File: src/rtl/traffic_light_monitor.sv
// -----------------------------------------------------------------------------
// traffic_light_monitor
//
// Passive safety checker for a two-signal traffic light controller. Each clock
// it decodes both one-hot light codes, tracks each signal's state and dwell
// time, and flags illegal codes, conflicting right-of-way, illegal sequencing,
// bad dwell times and stuck states. It never drives the light buses.
//
// Parameters:
//   GREEN_MIN    minimum consecutive GREEN samples before GREEN may be left
//   YELLOW_TIME  exact number of consecutive YELLOW samples required
//   MAX_DWELL    dwell count at which a state is reported stuck
//
// Ports:
//   clk             system clock, rising-edge sampling
//   rst             asynchronous active-high reset
//   signal1_light   light code of signal 1 (001 GREEN, 010 YELLOW, 100 RED)
//   signal2_light   light code of signal 2, same encoding
//   monitor_valid   both signals have had a legal baseline sample since reset
//   err_encoding    pulse: illegal code sampled on either signal
//   err_conflict    pulse: both codes legal and neither is RED
//   err_transition  pulse: illegal state change on either signal
//   err_dwell       pulse: GREEN left early or YELLOW not exactly YELLOW_TIME
//   err_stuck       pulse: a state's dwell reached MAX_DWELL
//   err_sticky      OR of all pulses, held until reset
//   first_err_code  first error since reset (0 none, 1..5 as the pulses above)
//   phase_count     count of signal 1 legal RED->GREEN transitions (wraps)
// -----------------------------------------------------------------------------
module traffic_light_monitor #(
    parameter int GREEN_MIN   = 3,
    parameter int YELLOW_TIME = 2,
    parameter int MAX_DWELL   = 64
) (
    input  logic        clk,
    input  logic        rst,
    input  logic [2:0]  signal1_light,
    input  logic [2:0]  signal2_light,
    output logic        monitor_valid,
    output logic        err_encoding,
    output logic        err_conflict,
    output logic        err_transition,
    output logic        err_dwell,
    output logic        err_stuck,
    output logic        err_sticky,
    output logic [2:0]  first_err_code,
    output logic [15:0] phase_count
);

    localparam int DW = $clog2(MAX_DWELL + 1);

    typedef enum logic [1:0] {
        ST_INVALID,
        ST_GREEN,
        ST_YELLOW,
        ST_RED
    } light_state_t;

    typedef logic [DW-1:0] dwell_t;

    localparam dwell_t GREEN_MIN_D   = DW'(GREEN_MIN);
    localparam dwell_t YELLOW_TIME_D = DW'(YELLOW_TIME);
    localparam dwell_t MAX_DWELL_D   = DW'(MAX_DWELL);
    localparam dwell_t DWELL_ONE     = DW'(1);

    // Result of one tracker update: next state/dwell plus the violations it saw.
    typedef struct packed {
        light_state_t state;
        dwell_t       dwell;
        logic         legal;
        logic         is_red;
        logic         enc;
        logic         trans;
        logic         dwl;
        logic         stuck;
    } track_t;

    function automatic track_t track_step(input logic [2:0]   code,
                                          input light_state_t cur,
                                          input dwell_t       dwell);
        track_t       r;
        light_state_t sampled;
        dwell_t       dwell_inc;
        r         = '0;
        r.state   = cur;
        r.dwell   = dwell;
        dwell_inc = dwell + DWELL_ONE;
        case (code)
            3'b001:  sampled = ST_GREEN;
            3'b010:  sampled = ST_YELLOW;
            3'b100:  sampled = ST_RED;
            default: sampled = ST_INVALID;
        endcase
        r.legal  = (sampled != ST_INVALID);
        r.is_red = (sampled == ST_RED);

        if (!r.legal) begin
            r.enc   = 1'b1;
            r.state = ST_INVALID;
            r.dwell = '0;
        end else if (cur == ST_INVALID) begin
            // First legal sample after reset or an encoding error: baseline only.
            r.state = sampled;
            r.dwell = DWELL_ONE;
        end else if (sampled == cur) begin
            // Saturate so the stuck pulse fires once per state visit.
            if (dwell != MAX_DWELL_D) begin
                r.dwell = dwell_inc;
                r.stuck = (dwell_inc == MAX_DWELL_D);
            end
        end else begin
            if ((cur == ST_GREEN  && sampled == ST_YELLOW) ||
                (cur == ST_YELLOW && sampled == ST_RED)    ||
                (cur == ST_RED    && sampled == ST_GREEN)) begin
                r.dwl = (cur == ST_GREEN  && dwell <  GREEN_MIN_D) ||
                        (cur == ST_YELLOW && dwell != YELLOW_TIME_D);
            end else begin
                r.trans = 1'b1;
            end
            r.state = sampled;
            r.dwell = DWELL_ONE;
        end
        return r;
    endfunction

    light_state_t s1_state, s2_state;
    dwell_t       s1_dwell, s2_dwell;

    track_t     t1, t2;
    logic       conflict_now;
    logic       r2g_now;
    logic [4:0] err_now;
    logic [2:0] code_now;

    // NOTE: every variable assigned here gets a value on every path, so no
    // latch is inferred; track_step defaults its whole result up front.
    always_comb begin
        t1           = track_step(signal1_light, s1_state, s1_dwell);
        t2           = track_step(signal2_light, s2_state, s2_dwell);
        conflict_now = t1.legal && t2.legal && !t1.is_red && !t2.is_red;
        r2g_now      = (s1_state == ST_RED) && (signal1_light == 3'b001);
        err_now      = {t1.stuck | t2.stuck, t1.dwl | t2.dwl,
                        t1.trans | t2.trans, conflict_now, t1.enc | t2.enc};
        // Lowest error code wins when several fire on the same edge.
        code_now = 3'd0;
        for (int i = 4; i >= 0; i--) begin
            if (err_now[i]) begin
                code_now = 3'(i + 1);
            end
        end
    end

    // NOTE: sequential state uses non-blocking assignments so every register
    // samples the pre-edge values regardless of statement order.
    always_ff @(posedge clk or posedge rst) begin
        if (rst) begin
            s1_state       <= ST_INVALID;
            s2_state       <= ST_INVALID;
            s1_dwell       <= '0;
            s2_dwell       <= '0;
            monitor_valid  <= 1'b0;
            err_encoding   <= 1'b0;
            err_conflict   <= 1'b0;
            err_transition <= 1'b0;
            err_dwell      <= 1'b0;
            err_stuck      <= 1'b0;
            err_sticky     <= 1'b0;
            first_err_code <= 3'd0;
            phase_count    <= 16'd0;
        end else begin
            s1_state       <= t1.state;
            s2_state       <= t2.state;
            s1_dwell       <= t1.dwell;
            s2_dwell       <= t2.dwell;
            err_encoding   <= err_now[0];
            err_conflict   <= err_now[1];
            err_transition <= err_now[2];
            err_dwell      <= err_now[3];
            err_stuck      <= err_now[4];
            if (t1.state != ST_INVALID && t2.state != ST_INVALID) begin
                monitor_valid <= 1'b1;
            end
            if (|err_now) begin
                err_sticky <= 1'b1;
                if (!err_sticky) begin
                    first_err_code <= code_now;
                end
            end
            if (r2g_now) begin
                phase_count <= phase_count + 16'd1;
            end
        end
    end

endmodule

File: config.mk
export PLATFORM = sky130hd
export DESIGN_NAME = traffic_light_monitor
export DESIGN_NICKNAME = d
export VERILOG_FILES = /design/src/rtl/traffic_light_monitor.sv
export SDC_FILE = /design/constraint.sdc
export NUM_CORES = 1
export LEC_CHECK = 0
export CORE_MARGIN = 1
export CORE_UTILIZATION = 59
export DETAILED_ROUTE_END_ITERATION = 7
export PLACE_DENSITY = 0.94
export SETUP_SLACK_MARGIN = 0.3
export SLEW_MARGIN = 10
export SYNTH_ARGS = -nofsm -noshare
export SYNTH_HDL_FRONTEND = slang
export SYNTH_SLANG_ARGS = --single-unit
File: constraint.sdc
create_clock -name clk -period 2.75 [get_ports clk]
set_input_delay 0.55 -clock clk [delete_from_list [all_inputs] [get_ports clk]]
set_output_delay 0.55 -clock clk [all_outputs]
set_load 0.05 [all_outputs]
# Yosys cells after proc, flatten, opt, wreduce, memory -nomap -nowiden
# Cells that the tools add are included.
[totals]
ramBits = 0
elab_cells = 115
register_bits = 44
latchBits = 0
rom_bits = 0
memories = 0
output_inout_bits = 26
in_bits = 8
[classes]
reduce_logical = 31
addsub = 3
n_mux = 33
n_div = 0
multipliers = 0
shifts = 0
n_eq_ne = 28
bitwise = 5
magnitude_cmp = 2
[ops]
columns = ["op", "n"]
rows = [
  ["$mux W9", 4],
  ["$mux W7", 4],
  ["$mux W3", 9],
  ["$add A16 B1 Y16 const B", 1],
  ["$eq A2 B2 Y1 const B", 8],
  ["$logic_and A1 B1 Y1", 15],
  ["$add A7 B1 Y7 const B", 2],
  ["$eq A7 B7 Y1 const B", 2],
  ["$lt A7 B2 Y1 const B", 2],
  ["$ne A7 B2 Y1 const B", 2],
  ["$ne A7 B7 Y1 const B", 2],
  ["$pmux W2 S3", 2],
  ["$mux W1", 10],
  ["$eq A2 B1 Y1 const B", 4],
  ["$mux W2", 4],
  ["$ne A4 B3 Y1 const B", 2],
  ["$reduce_bool A2 Y1", 4],
  ["$eq A3 B1 Y1 const B", 2],
  ["$eq A3 B2 Y1 const B", 2],
  ["$eq A3 B3 Y1 const B", 2],
  ["$logic_or A1 B1 Y1", 6],
  ["$reduce_or A5 Y1", 1],
  ["$eq A2 B2 Y1", 2],
  ["$logic_not A2 Y1", 2],
  ["4 further kinds", 8],
]

# Depth between registers and ports, before layout
# Gate-level depths: netlist of the first run.
[depth]
word_depth = 16
ltp_mapped = 8
ltp_nobuf = 7

# Worst setup path before layout of the first run
# Ideal clock, no wire load.
[synth_timing]
kind = "input-to-reg"
from = "input port signal1_light[1]"
to = "register err_sticky"
required_time_ns = 2.619
setup_time_ns = 0.131
slack_ns = 0.643
arrival_ns = 1.976
n_path_buf = 1
cell_stages = 7
path_cell_list = "buf_2 > maj3_2 > nor4_4 > o2111ai_2 > nor2_2 > nand2_1 > or3_1"
[synth_between]
elab_chain_cells = 12
elab_cells_between_ends = 30
classes_between = "7 x eq/ne; 8 x mux; 4 x bitwise; 11 x reduce/logical"
[synth_lines]
columns = ["element", "line", "source"]
rows = [
  ["start: declaration", "36", "input logic [2:0] signal1_light,"],
  ["$eq A3 B3 Y1 (tied with other cells)", "87", "case (code)"],
  ["$pmux W2 S3 *", "87", ""],
  ["$eq A2 B2 Y1 (on tied branches)", "111, 94, 112", ""],
  ["$logic_and A1 B1 Y1 (on tied branches)", "111, 112", ""],
  ["$logic_or A1 B1 Y1", "111", "if ((cur == ST_GREEN && sampled == ST_YELLOW) ||"],
  ["$logic_or A1 B1 Y1", "112", "(cur == ST_YELLOW && sampled == ST_RED) ||"],
  ["$mux W1", "111", ""],
  ["$mux W2", "104", "end else if (sampled == cur) begin"],
  ["$mux W3", "100", "end else if (cur == ST_INVALID) begin"],
  ["$mux W3", "96", "if (!r.legal) begin"],
  ["$or A1 B1 Y1 (on tied branches)", "142, 141", ""],
  ["$reduce_or A5 Y1 *", "182", "if (|err_now) begin"],
  ["end signal: assignment", "166", "err_sticky <= 1'b0;"],
  ["end signal: assignment", "183", "err_sticky <= 1'b1;"],
  ["end: declaration", "44", "output logic err_sticky,"],
]
# Mark *: on every way between the ends. The rest lies on a longest branch, timed or not.
# A chain may end at the register's enable or synchronous reset.

# Worst setup path in the final report of the first run
[layout_timing]
from = "input port signal2_light[2]"
to = "register err_sticky"
[layout_between]
elab_chain_cells = 12
elab_cells_between_ends = 30
classes_between = "7 x eq/ne; 8 x mux; 4 x bitwise; 11 x reduce/logical"
[layout_lines]
columns = ["element", "line", "source"]
rows = [
  ["start: declaration", "37", "input logic [2:0] signal2_light,"],
  ["$eq A3 B3 Y1 (tied with other cells)", "87", ""],
  ["$pmux W2 S3 *", "87", ""],
  ["$eq A2 B2 Y1 (on tied branches)", "111, 94, 112", ""],
  ["$logic_and A1 B1 Y1 (on tied branches)", "111, 112", ""],
  ["$logic_or A1 B1 Y1", "111", ""],
  ["$logic_or A1 B1 Y1", "112", ""],
  ["$mux W1", "111", ""],
  ["$mux W2", "104", ""],
  ["$mux W3", "100", ""],
  ["$mux W3", "96", ""],
  ["$or A1 B1 Y1 (on tied branches)", "142, 141", ""],
  ["$reduce_or A5 Y1 *", "182", ""],
]
# Marked as above.

==> metrics, run 1 <==
Worst R2R Path Depth=5; grt total ovfl=0; share of cells above drive strength 1=0.116; dpl cells=roughly 340; RSZ-0062 raised after global routing=no; Inserted Clock Buffers=5; critical path fanouts, max=10; register area share after synthesis=0.426; detailed-route DRC error count=0; Pwr Density=411 mW/mm2; WP buf/inv=1; n_diodes=0; largest net degree at the start of global routing=28; vias in the first global route=2039; status=complete, no violations; Synth Register Bits=44; cell accounting for the most synthesized area=dfrtp_1; worst-skew pair later-pin latency=0.31 ns; Warnings, synthesis=0; Crit-path slowest cell=clkdlybuf4s50_1; DPL Wire Length=4280 um; VDD IR max=228 uV; Final Cell Area=0.00311 mm2; Initial DRC Count=157; Worst setup SP type=primary input; Yosys cell types=59; Fillers=260; max-cap viol count=0; Final WS setup=0.440 ns; cts-stage hold buffer count=0; Final Skew=0.00519 ns; mean post-synth cell area=9.98 um2; prevailing post-synth register cell=dfrtp_1; fin crit period=about 2.3 ns; IO Port Bufs=33; arrival time worst endpoint=approximately 2.5 ns; fmax=0.433 GHz; core area=0.00412 mm2; vias per cell=roughly 6.0; Final Net Count=317; via count=2117; Reg area=0.00110 mm2; Setup WS pre-CTS=0.0223 ns; global placement routability congestion=0.903; Mapped Nets=276; CP Cell Sequence=clkdlybuf4s50_1 -> maj3_1 -> nor4_4 -> o2111ai_2 -> nor2_2 -> nand2_1 -> or3_1; die area=0.00465 mm2; clock slew at reported path FFs=about 0.080 ns; Chip Width=68.2 um; DIE HEIGHT=between 60 and 70 um; cts repair resizes=0; synthesized instance count=259; Final Slew Violations=0; area of the multi-input gates=around 0.0014 mm2; EDFF count, synth=0; Final Cycle Share=0.840; all-layer global routing usage=0.273; Setup crit end kind=flop; H-tree lvl count=2; non-filler instance count after layout=approximately 350; worst hold path cell count=1; root buffer cell=clkbuf_8; Slew headroom=0.323; clock sinks=44; wire length per cell=16.3 um; setup bufs post-CTS=0; I/O Pins=34; Area Growth Syn to Fin=20.2%; first-pass GRT wire length=roughly 9200 um; drt first pass iters=4; Max stage delay on crit path=around 0.57 ns; # rows=23; setup violators final=0; Post-Route WL=5730 um; CTS max path bufs=2; CP required=2.94 ns; antenna viol nets, final=0; HP Class=reg2reg; Leak=1.39 nW; top cell type's share of synthesized area=0.426; Worst path depth=7; Post-Syn Area=0.00258 mm2; Initial Util=0.628; top post-synthesis cells by area=dfrtp_1, xnor2_1, ha_1, xor2_1, nor2_1; initial antenna violation count=0; Crit Path Class=in2reg; Post-synth ARST share=1.00; Hold Vio Cnt, Final=0; Slew @ Worst Pin=about 1.0 ns; setup TNS=0 ns; Top delay family on crit path=simple AND/OR/NAND/NOR gates; CTS tree=done; dpl cell area=0.00301 mm2
==> state kept, by name, summed over array words and instances, names as in the netlist <==
signal	flops
s1_state	2
err_transition	1
s2_state	2
err_conflict	1
first_err_code	3
err_stuck	1
s2_dwell	7
err_dwell	1
err_sticky	1
phase_count	16
s1_dwell	7
err_encoding	1
monitor_valid	1
==> metrics by stage <==
step | util | hold WS (ns) | power (mW)
detailed placement | 0.732 | 0.477 | 0.885
floorplan | - | 0.582 | 0.820
finish | 0.755 | 0.481 | 1.28
global placement | 0.732 | 0.461 | 0.877
CTS | 0.753 | 0.488 | 1.28
global route | 0.755 | 0.518 | 1.33
==> final cells by class <==
type | count | area share
clock buffer | 5 | 0.0222
inverter | 13 | 0.0157
tap | 50 | 0.0201
multi-input combinational | 189 | 0.439
clock inverter | 3 | 0.00604
timing repair buffer | 47 | 0.143
sequential | 44 | 0.355
==> path summary, 6_finish.rpt <==
path	startpoint	end	slack, ns
setup / recovery	signal2_light[2]	err_sticky$_DFFE_PP0P_	0.44
hold / removal	phase_count[15]$_DFFE_PP0P_	phase_count[15]$_DFFE_PP0P_	0.48
setup reg to reg	s2_dwell[4]$_DFFE_PP0P_	err_sticky$_DFFE_PP0P_	0.67
hold reg to reg	phase_count[15]$_DFFE_PP0P_	phase_count[15]$_DFFE_PP0P_	0.48
max in group asynchronous	rst	phase_count[5]$_DFFE_PP0P_	1.46
min in group asynchronous	rst	s1_dwell[3]$_DFFE_PP0P_	0.66
==> per-layer routing <==
layer	global-route usage	part of all wire	vias up	routed length, um
li1	-	-	1002	-
met3	0.0617	0.042	11	243
met1	0.317	0.41	1055	2360
met5	0	0	-	0
met2	0.483	0.53	49	3030
met4	0.104	0.016	0	91
==> Yosys cell counts, types with 2 or more instances <==
cell type   n
o31ai_1     3
a31oi_1     2
a21oi_1     6
nand2b_1    6
and3b_2     2
a211oi_1    6
and2_1      3
and3_1      4
nor3b_1     5
inv_1      13
a32oi_1     3
nand2_1    12
o211a_1     3
xnor2_1    18
or4bb_1     2
ha_1        9
nand3_1    13
nor2_1     21
nor3_1      8
dfrtp_1    44
buf_2       8
o31a_1      2
nor2b_1     5
o211ai_1    2
xor2_1     12
nand4_1     5
and4_1      2
nor4_1      2
o22ai_1     3
o21ai_0     3
mux2_2      2
nor4_4      2
clkbuf_1    2
==> cell families after synthesis <==
logic type	count (synthesis)	synth area share
and+or+nand+nor	104	0.242
DFF	44	0.426
AOI/OAI and AO/OA	41	0.120
buffers and inverters	26	0.0465
muxes	3	0.0126
adders and majority gates	11	0.0518
xor gates and xnor gates	30	0.102
==> power by group <==
part / internal (mW) / switching, mW / total [mW]
logic: 0.0743 / 0.111 / 0.185
registers: 0.663 / 0.0258 / 0.689
clock network: 0.177 / 0.227 / 0.404
total: 0.914 / 0.364 / 1.28
==> placed cells by master, fill, tap and decap left out, types with 3 or more instances in the layout <==
cell type / instances
nor2_1: 21
xor2_1: 12
ha_1: 9
a211oi_1: 6
o31ai_1: 3
buf_4: 14
nand2b_1: 6
nand4_1: 5
nand3_1: 13
nand2_1: 12
and2_1: 3
a32oi_1: 3
o22ai_1: 3
xnor2_1: 18
dfrtp_1: 44
nor3_1: 8
o21ai_0: 3
clkbuf_8: 5
nor3b_1: 5
and3_1: 4
dlymetal6s2s_1: 3
inv_1: 12
o211a_1: 3
nor2b_1: 5
clkdlybuf4s50_1: 30
a21oi_1: 6
Power figures use the tool's default switching activity.
==> inputs of run 2 (changes only) <==
Settings changed: CORE_UTILIZATION 59 to 50, PLACE_DENSITY 0.94 to 0.85.
Clock period 2.75 ns to 2.1 ns, I/O delays scaled along.
==> run 2 against run 1 <==
  * Utilization is 1.7 points higher
  * First-iteration DRC count is 30% higher
  * Clock skew is 0.0083 ns higher
  * Critical endpoint unchanged
  * Largest cell class unchanged
  * Largest power group unchanged
==> metrics, run 2 (synthesis results as in run 1) <==
Leak=1.81 nW (+31%); commonest non-fill, non-tap cells in the layout=buf_4, dfrtp_1, dlygate4sd2_1; Final WS setup=0.0375 ns (-0.402 ns); all-layer global routing usage=0.295 (+0.0227); Crit Path Class=reg2reg; via count=2499 (+18%); Hold Vio Cnt, Final=0 (unchanged); Worst R2R Path Depth=5 (unchanged); core area=0.00485 mm2 (+18%); Reg area=0.00112 mm2 (+1.5%); HP Class=in2async; initial antenna violation count=0 (unchanged); Chip Width=73.9 um (+8.4%); flip-flop count of the largest register after layout=16 (unchanged); critical path fanouts, max=6 (-4); power share of the combinational group=0.165 (+0.020); share of cells above drive strength 1=0.399 (+0.283); vias in the first global route=2428 (+19%); CTS tree=done; Seq pwr share=0.452 (-0.087); clock sinks=44 (unchanged); Fillers=315 (+21%); most common cell after layout, fill and taps aside=buf_4; n_diodes=0 (unchanged); Final Skew=0.0135 ns (+0.00831 ns); grt total ovfl=0 (unchanged); Worst setup SP type=flop; max-cap viol count=0 (unchanged); final core occ=0.772 (+0.0172); Pwr Density=534 mW/mm2 (+30%); Final Cycle Share=0.982; cts-stage hold buffer count=0 (unchanged); first-pass GRT wire length=11800 um (+29%); VDD IR max=385 uV (+69%); Psw=520 uW (+43%); fin crit period=2.06 ns; Largest regs=phase_count: 16 flops, s1_dwell: 7 flops, s2_dwell: 7 flops; DPL Wire Length=4310 um (+0.73%); Final Net Count=370 (+17%); worst-skew pair later-pin latency=0.31 ns (about the same); arrival time worst endpoint=2.23 ns (-0.27 ns); Final Slew Violations=0 (unchanged); Post-Route WL=8080 um (+41%); wire length per cell=19.2 um (+18%); antenna viol nets, final=0 (unchanged); DIE HEIGHT=73.9 um (+8.4%); global placement routability congestion=0.849 (-6.0%); die area=0.00546 mm2 (+17%); Slew @ Worst Pin=0.575 ns (-0.434 ns); status=complete, no violations; Initial DRC Count=204 (+30%); detailed-route DRC error count=0 (unchanged); RSZ-0062 raised after global routing=yes; CP required=2.26 ns (-0.68 ns); fmax=0.485 GHz; Slew headroom=0.613 (+0.290); sw frac=0.260 (-0.0246); IO Port Bufs=33 (unchanged); Setup WS pre-CTS=-0.385 ns (-0.408 ns); # rows=25 (+8.7%); I/O Pins=34 (unchanged); Inserted Clock Buffers=5 (unchanged); largest net degree at the start of global routing=14 (-50%); area of the multi-input gates=0.00157 mm2 (+15%); clock slew at reported path FFs=0.08 ns (about the same); clock share of power=0.383 (+0.067); root buffer cell=clkbuf_8; vias per cell=5.95 (-1.3%); setup violators final=0 (unchanged); Area Growth Syn to Fin=44.8%; drt first pass iters=4 (unchanged); H-tree lvl count=2 (unchanged); largest reg by FF count=phase_count; P_int=1.48 mW (+62%); Setup crit end kind=flop; Initial Util=0.533 (-0.0949); CTS max path bufs=2 (unchanged)
==> run 2: path summary, 6_finish.rpt <==
check	start	end	slack [ns]
worst min-delay path	rst	err_encoding$_DFF_PP0_	0.38
worst min register to register	phase_count[15]$_DFFE_PP0P_	phase_count[15]$_DFFE_PP0P_	0.49
min in group clk	signal2_light[2]	s2_state[1]$_DFF_PP0_	0.46
max in group asynchronous	rst	s2_dwell[3]$_DFFE_PP0P_	1.26
worst max register to register	s1_dwell[5]$_DFFE_PP0P_	err_sticky$_DFFE_PP0P_	0.04
worst max-delay path	s1_dwell[5]$_DFFE_PP0P_	err_sticky$_DFFE_PP0P_	0.04
==> run 2: layout make-up <==
| class | count | area share |
|---|---|---|
| multi-input combinational | 189 | 0.420 |
| sequential | 44 | 0.299 |
| timing repair buffer | 100 | 0.212 |
| tap | 67 | 0.0224 |
| clock buffer | 5 | 0.0184 |
| clock inverter | 2 | 0.0160 |
| inverter | 13 | 0.0130 |
==> run 2: repair_timing <==
item	CTS	global route
pin swaps	12	25
setup endpoints to repair	48	13
endpoints found under the hold margin	0	0
setup buffers	14	15
resized for setup	66	44
==> run 2: stage by stage <==
stage          setup TNS, ns  power (mW)  hold slack [ns]  std cells  instance area [um2]
2_1_floorplan              0        1.08            0.582        259                 2600
3_3_place_gp           -3.45        1.18            0.461        384                 3210
3_5_place_dp           -4.35        1.18            0.479        384                 3210
4_1_cts                    0        1.95            0.377        405                 3520
5_1_grt              -0.0622        2.06            0.406        420                 3740
6_report                   0        2.00            0.377        420                 3740
==> run 2: power by group through the flow <==
stage | Sequential, mW | Clock (mW) | Combinational, mW
2_1_floorplan | 0.945 | 0 | 0.133
3_3_place_gp | 0.915 | 0 | 0.260
3_5_place_dp | 0.918 | 0 | 0.267
4_1_cts | 0.898 | 0.769 | 0.286
5_1_grt | 0.906 | 0.801 | 0.352
6_report | 0.904 | 0.767 | 0.330
==> run 2: routing by layer <==
layer	vias up	track usage	part of all wire	wire, um
li1	1106	-	-	-
met1	1220	0.341	0.38	3040
met2	134	0.518	0.51	4090
met3	39	0.0480	0.065	521
met4	0	0.165	0.053	425
met5	-	0	0	0
==> run 2: critical path, cell delays in order, from the launching register on <==
cell     delay, ns
dfrtp_2       0.47
nor4_4        0.39
a31oi_1       0.19
o22ai_2       0.26
nand2_1       0.16
or3_1         0.45
